<file path="src/rtl/sr_latch_ctrl_pkg.sv">
// Shared types for the SR latch sequencing controller.
// FSM state, operation kind and the target q of an operation.
package sr_ctrl_pkg;

   typedef enum logic [1:0] {
      IDLE,
      PULSE,
      GAP,
      ACK
   } state_t;

   typedef enum logic {
      OP_SET,
      OP_CLR
   } op_t;

   function automatic logic target_q(input op_t op);
      return (op == OP_SET);
   endfunction

endpackage

</file>
<file path="src/rtl/sr_latch_ctrl_arb.sv">
// Round-robin arbiter: first pending index at or after rr_ptr.
// Purely combinational; wraps from N-1 back to 0.
module rr_arbiter #(
   parameter int N  = 4,
   parameter int PW = (N > 1) ? $clog2(N) : 1
) (
   input  logic [N-1:0]  pending,
   input  logic [PW-1:0] rr_ptr,
   output logic          grant_valid,
   output logic [PW-1:0] grant_idx
);

   logic [N-1:0] rot;
   int           off;
   int           sum;

   always_comb begin
      // rotate so that bit 0 corresponds to rr_ptr
      rot = N'({pending, pending} >> rr_ptr);
      grant_valid = |pending;
      off = 0;
      for (int k = N - 1; k >= 0; k--) begin
         if (rot[k]) off = k;
      end
      sum = off + int'(rr_ptr);
      if (sum >= N) sum = sum - N;
      grant_idx = PW'(sum);
   end

endmodule

</file>
<file path="src/rtl/sr_latch_ctrl.sv">
// Sequencer for a bank of SR latches: arbitrates set/clear requests
// and drives width-controlled, non-overlapping s/r pulses.
module sr_latch_ctrl
   import sr_ctrl_pkg::*;
#(
   parameter int N         = 4,
   parameter int PULSE_CYC = 2,
   parameter int GAP_CYC   = 1
) (
   input  logic         clk,
   input  logic         rst,
   input  logic [N-1:0] req_set,
   input  logic [N-1:0] req_clr,
   input  logic [N-1:0] q_in,
   output logic [N-1:0] lat_s,
   output logic [N-1:0] lat_r,
   output logic [N-1:0] ack,
   output logic         busy,
   output logic         err_conflict,
   output logic         err_verify
);

   localparam int PW   = (N > 1) ? $clog2(N) : 1;
   localparam int CMAX = (PULSE_CYC > GAP_CYC) ? PULSE_CYC : GAP_CYC;
   localparam int CW   = $clog2(CMAX + 1);
   localparam logic [PW-1:0] LAST = PW'(N - 1);

   state_t          state_q, state_d;
   op_t             op_q, op_d;
   logic [PW-1:0]   idx_q, idx_d;
   logic [PW-1:0]   ptr_q, ptr_d;
   logic [CW-1:0]   cnt_q, cnt_d;
   logic            conf_q, conf_d;

   logic [N-1:0]    pending;
   logic            gnt_valid;
   logic [PW-1:0]   gnt_idx;
   logic [N-1:0]    sel;

   assign pending = req_set | req_clr;

   rr_arbiter #(
      .N  (N),
      .PW (PW)
   ) u_arb (
      .pending     (pending),
      .rr_ptr      (ptr_q),
      .grant_valid (gnt_valid),
      .grant_idx   (gnt_idx)
   );

   always_ff @(posedge clk) begin
      if (rst) begin
         state_q <= IDLE;
         op_q    <= OP_SET;
         idx_q   <= '0;
         ptr_q   <= '0;
         cnt_q   <= '0;
         conf_q  <= 1'b0;
      end else begin
         state_q <= state_d;
         op_q    <= op_d;
         idx_q   <= idx_d;
         ptr_q   <= ptr_d;
         cnt_q   <= cnt_d;
         conf_q  <= conf_d;
      end
   end

   always_comb begin
      state_d = state_q;
      op_d    = op_q;
      idx_d   = idx_q;
      ptr_d   = ptr_q;
      cnt_d   = cnt_q;
      conf_d  = 1'b0;
      unique case (state_q)
         IDLE: begin
            if (gnt_valid) begin
               idx_d  = gnt_idx;
               // clear wins when both requests are raised
               op_d   = req_clr[gnt_idx] ? OP_CLR : OP_SET;
               conf_d = req_set[gnt_idx] & req_clr[gnt_idx];
               ptr_d  = (gnt_idx == LAST) ? '0 : gnt_idx + 1'b1;
               if (q_in[gnt_idx] == target_q(op_d)) begin
                  state_d = ACK;
               end else begin
                  state_d = PULSE;
                  cnt_d   = CW'(PULSE_CYC);
               end
            end
         end
         PULSE: begin
            if (cnt_q <= CW'(1)) begin
               if (GAP_CYC == 0) begin
                  state_d = ACK;
                  cnt_d   = '0;
               end else begin
                  state_d = GAP;
                  cnt_d   = CW'(GAP_CYC);
               end
            end else begin
               cnt_d = cnt_q - 1'b1;
            end
         end
         GAP: begin
            if (cnt_q <= CW'(1)) begin
               state_d = ACK;
               cnt_d   = '0;
            end else begin
               cnt_d = cnt_q - 1'b1;
            end
         end
         ACK: begin
            state_d = IDLE;
         end
         default: begin
            state_d = IDLE;
         end
      endcase
   end

   assign sel = N'(1) << idx_q;

   assign lat_s = (state_q == PULSE && op_q == OP_SET) ? sel : '0;
   assign lat_r = (state_q == PULSE && op_q == OP_CLR) ? sel : '0;
   assign ack   = (state_q == ACK) ? sel : '0;
   assign busy  = (state_q != IDLE);

   assign err_conflict = conf_q;
   assign err_verify   = (state_q == ACK) &&
                         (q_in[idx_q] != target_q(op_q));

endmodule
</file>
<file path="config.mk">
export PLATFORM = sky130hd
export DESIGN_NAME = sr_latch_ctrl
export DESIGN_NICKNAME = d
export VERILOG_FILES = /design/src/rtl/sr_latch_ctrl_pkg.sv /design/src/rtl/sr_latch_ctrl_arb.sv /design/src/rtl/sr_latch_ctrl.sv
export SDC_FILE = /design/constraint.sdc
export NUM_CORES = 1
export LEC_CHECK = 0
export BUFFER_PORTS_ARGS = -buffer_cell sky130_fd_sc_hd__buf_2
export CAP_MARGIN = 20
export CORE_MARGIN = 2
export CORE_UTILIZATION = 48
export CTS_CLUSTER_SIZE = 40
export DETAILED_ROUTE_END_ITERATION = 10
export GPL_TIMING_DRIVEN = 0
export HOLD_SLACK_MARGIN = 0.06
export PLACE_DENSITY = 0.78
export SYNTH_ARGS = -nofsm -noshare
export SYNTH_HDL_FRONTEND = slang
export SYNTH_SLANG_ARGS = --single-unit
</file>
<file path="constraint.sdc">
create_clock -name clk -period 2.8 [get_ports clk]
set_clock_uncertainty 0.2 [all_clocks]
set_input_delay 0.28 -clock clk [delete_from_list [all_inputs] [get_ports clk]]
set_output_delay 0.28 -clock clk [all_outputs]
set_load 0.05 [all_outputs]
</file>
==> impl_metrics.env <==
export IMPL_port_buffers=27
export IMPL_core_area_mm2=0.00225
export IMPL_final_max_slew_viol_count=0
export IMPL_r2r_setup_slack_ns=0.09
export IMPL_tns_ns=0
export IMPL_synth_top_cell_by_area="dfxtp_1"
export IMPL_layout_setup_ws_ns=0.0949
export IMPL_syn_inst=144
export IMPL_root_buffer="clkbuf_4"
export IMPL_core_rowCount=17
export IMPL_leakagePower_nw=0.621
export IMPL_clockBufferDepth=2
export IMPL_grt_use_total_pct=24.6
export IMPL_arrival_ns=2.67
export IMPL_ys_types=47
export IMPL_relSlewSlack_pct=69.6
export IMPL_grt_overflow_total=0
export IMPL_die_height_um=53.1
export IMPL_antenna_found_initial=0
export IMPL_drive_gt1_share_pct=34.1
export IMPL_hold_path_end="cnt_q[0]"
export IMPL_async_flop_share_pct=0
export IMPL_start_util_pct=51.3
export IMPL_synthesis_nets=163
export IMPL_cp_end_kind="flop"
export IMPL_netlist_area_leader_share_pct=17.3
export IMPL_ant_nets=0
export IMPL_clock_sinks=10
export IMPL_drtPass1Iterations=4
export IMPL_critical_path_class="reg2reg"
export IMPL_die_w_um=53.1
export IMPL_cp_cell_sequence="clkbuf_8, or4_1, nand3_1, o21ai_1, nand3_2, ha_4, buf_6, nand2_4, o22ai_2, nor3_1, o21a_1, or2_4, o2bb2ai_1"
export IMPL_synth_most_common_cell="nor2_1"
export IMPL_worstMarginPinSlew_ns=0.457
export IMPL_fin_crit_ns=2.71
export IMPL_die_area_mm2=0.00282
export IMPL_rsz0062_at_grt="yes"
export IMPL_status="finished clean"
export IMPL_max_cap_viol_count=0
export IMPL_diodes=0
export IMPL_ios=29
export IMPL_avgSynthCellArea_um2=8.04
export IMPL_grt_pass1_wl_um=5060
export IMPL_cpPeakStageDelay_ns=0.40
export IMPL_min_path_type="reg2reg"
export IMPL_hold_viol=0
export IMPL_synth_area_mm2=0.00116
export IMPL_dp_hpwl_um=2280
export IMPL_max_freq_mhz=370
export IMPL_path_max_fanout=10
export IMPL_grt_pass1_vias=1178
export IMPL_crit_path_start_kind="flop"
export IMPL_worstReg2RegEnd="cnt_q[1]"
export IMPL_numCtsBuffers=3
export IMPL_ys_warn_count=0
export IMPL_insertion_delay_ns=0.27
export IMPL_cp_top_family="simple AND/OR/NAND/NOR gates"
export IMPL_nets=199
export IMPL_vias=1263
export IMPL_synth_top_flop_cell="dfxtp_1"
export IMPL_synth_commonest_cells="nor2_1, nand2_1, dfxtp_1, mux2i_1"
export IMPL_routed_wl_um=3100
export IMPL_ys_ff_latch=10
export IMPL_wl_per_cell_um=15.0
export IMPL_drt_initial_drc_count=50
export IMPL_hold_path_depth=2
export IMPL_crit_slowest_cell="or4_1"
export IMPL_cts_max_level=1
export IMPL_rr_worst_depth=13
export IMPL_holdCritStartpoint="cnt_q[0]"
export IMPL_drc=0
export IMPL_ys_top_cells_by_area="dfxtp_1, mux2i_1, nor2_1"
export IMPL_clk_pin_slew_ns=0.07
export IMPL_r2r_start="ptr_q[0]"
export IMPL_synth_edf_count=0
export IMPL_grt_max_degree=11
export IMPL_finalCritPeriodShare_pct=96.6
export IMPL_area_growth_pct=30.8
export IMPL_cts_tree="done"
export IMPL_worstPathBufferInverterCount=2
export IMPL_place_ws_ns=-0.422
export IMPL_ys_seq_area_share_pct=17.3
export IMPL_required_ns=2.77
export IMPL_setup_viol=0
export IMPL_power_density_mw_per_mm2=1100
export IMPL_place_gp_congestion=0.781
export IMPL_peakVddDrop_mv=0.588
export IMPL_viasPerCell=6.10
## worst register-to-register path: cells and delay by family, from the launching register on
kind                       cells  cell delay, ns
and+or+nand+nor                6            0.98
AOI/OAI and AO/OA              4            0.66
DFF                            1            0.35
buffers and inverters          2            0.27
adders and majority gates      1            0.14
## routing by layer
layer  wire length [um]  vias to the layer above  GRT usage [%]
li1                   -                      610              -
met1               1300                      599           27.8
met2               1590                       49           45.4
met3                168                        5           2.82
met4                 40                        0           11.1
met5                  0                        -              0
## how the worst max path moves through the flow
stage / from / endpoint / slack [ns] / cells past startpoint
final: ptr_q[0] / cnt_q[1] / 0.09 / 13
after global routing: ptr_q[0] / cnt_q[1] / -0.0007 / 13
after CTS: req_set[2] / cnt_q[0] / 0.02 / 12
after detailed placement: req_set[2] / cnt_q[0] / -0.42 / 12
after global placement: req_set[2] / cnt_q[1] / -0.31 / 12
after floorplan: ptr_q[0] / cnt_q[1] / 0.01 / 12
## logic make-up after synthesis
kind of cell / share of synthesized area (%)
fa+ha+maj: 5.41
mux: 12.9
xor+xnor: 6.16
simple gates: 33.3
buf+inv: 5.41
flops: 17.3
compound gates: 19.6
## cells in the final DEF (no fill, tap or decap), types with 4 or more instances in the layout
| cell | netlist | routed |
|---|---|---|
| ha_1 | 5 | 4 |
| a31oi_1 | 4 | 4 |
| nand2_1 | 14 | 13 |
| nor3_1 | 7 | 7 |
| nor2_1 | 17 | 17 |
| mux2i_1 | 10 | 10 |
| xnor2_1 | 5 | 5 |
| dfxtp_1 | 10 | 9 |
| buf_2 | 0 | 27 |
| o21ai_0 | 7 | 5 |
| inv_1 | 5 | 5 |
## metrics by stage
stage / util (%) / area [um2] / std cells / power (mW) / hold slack, ns
floorplan: - / 1180 / 144 / 1.11 / 0.250
global placement: 59.8 / 1350 / 199 / 1.27 / 0.265
detailed placement: 59.8 / 1350 / 199 / 1.31 / 0.285
CTS: 65.9 / 1490 / 207 / 1.61 / 0.279
global route: 67.1 / 1510 / 207 / 1.78 / 0.301
finish: 67.1 / 1510 / 207 / 1.67 / 0.277
## power by group
group / switching [mW] / internal [mW] / total (mW)
combinational: 0.728 / 0.548 / 1.28
sequential: 0.0548 / 0.205 / 0.259
clock: 0.0568 / 0.0791 / 0.136
## state kept, by name, indices dropped and copies added (netlist names)
signal        count
state_q           2
ptr_q             2
idx_q             2
err_conflict      1
cnt_q             2
op_q              1
## cell type report
cell class | instances | area (um2)
Tap cell | 28 | 35.0
Sequential cell | 10 | 204
Multi-Input combinational cell | 123 | 1000
Inverter | 5 | 18.8
Fill cell | 189 | 741
Buffer | 6 | 48.8
Clock buffer | 4 | 36.3
Timing Repair Buffer | 31 | 168
## timing repair
item / in CTS / in global routing
endpoints found under the setup margin: 3 / 3
setup buffers: 3 / 0
pin swaps: 10 / 4
endpoints found under the hold margin: 5 / 0
hold buffers: 1 / 0
gates resized for setup: 16 / 5
Note: power is estimated with default switching activity, not from simulation.
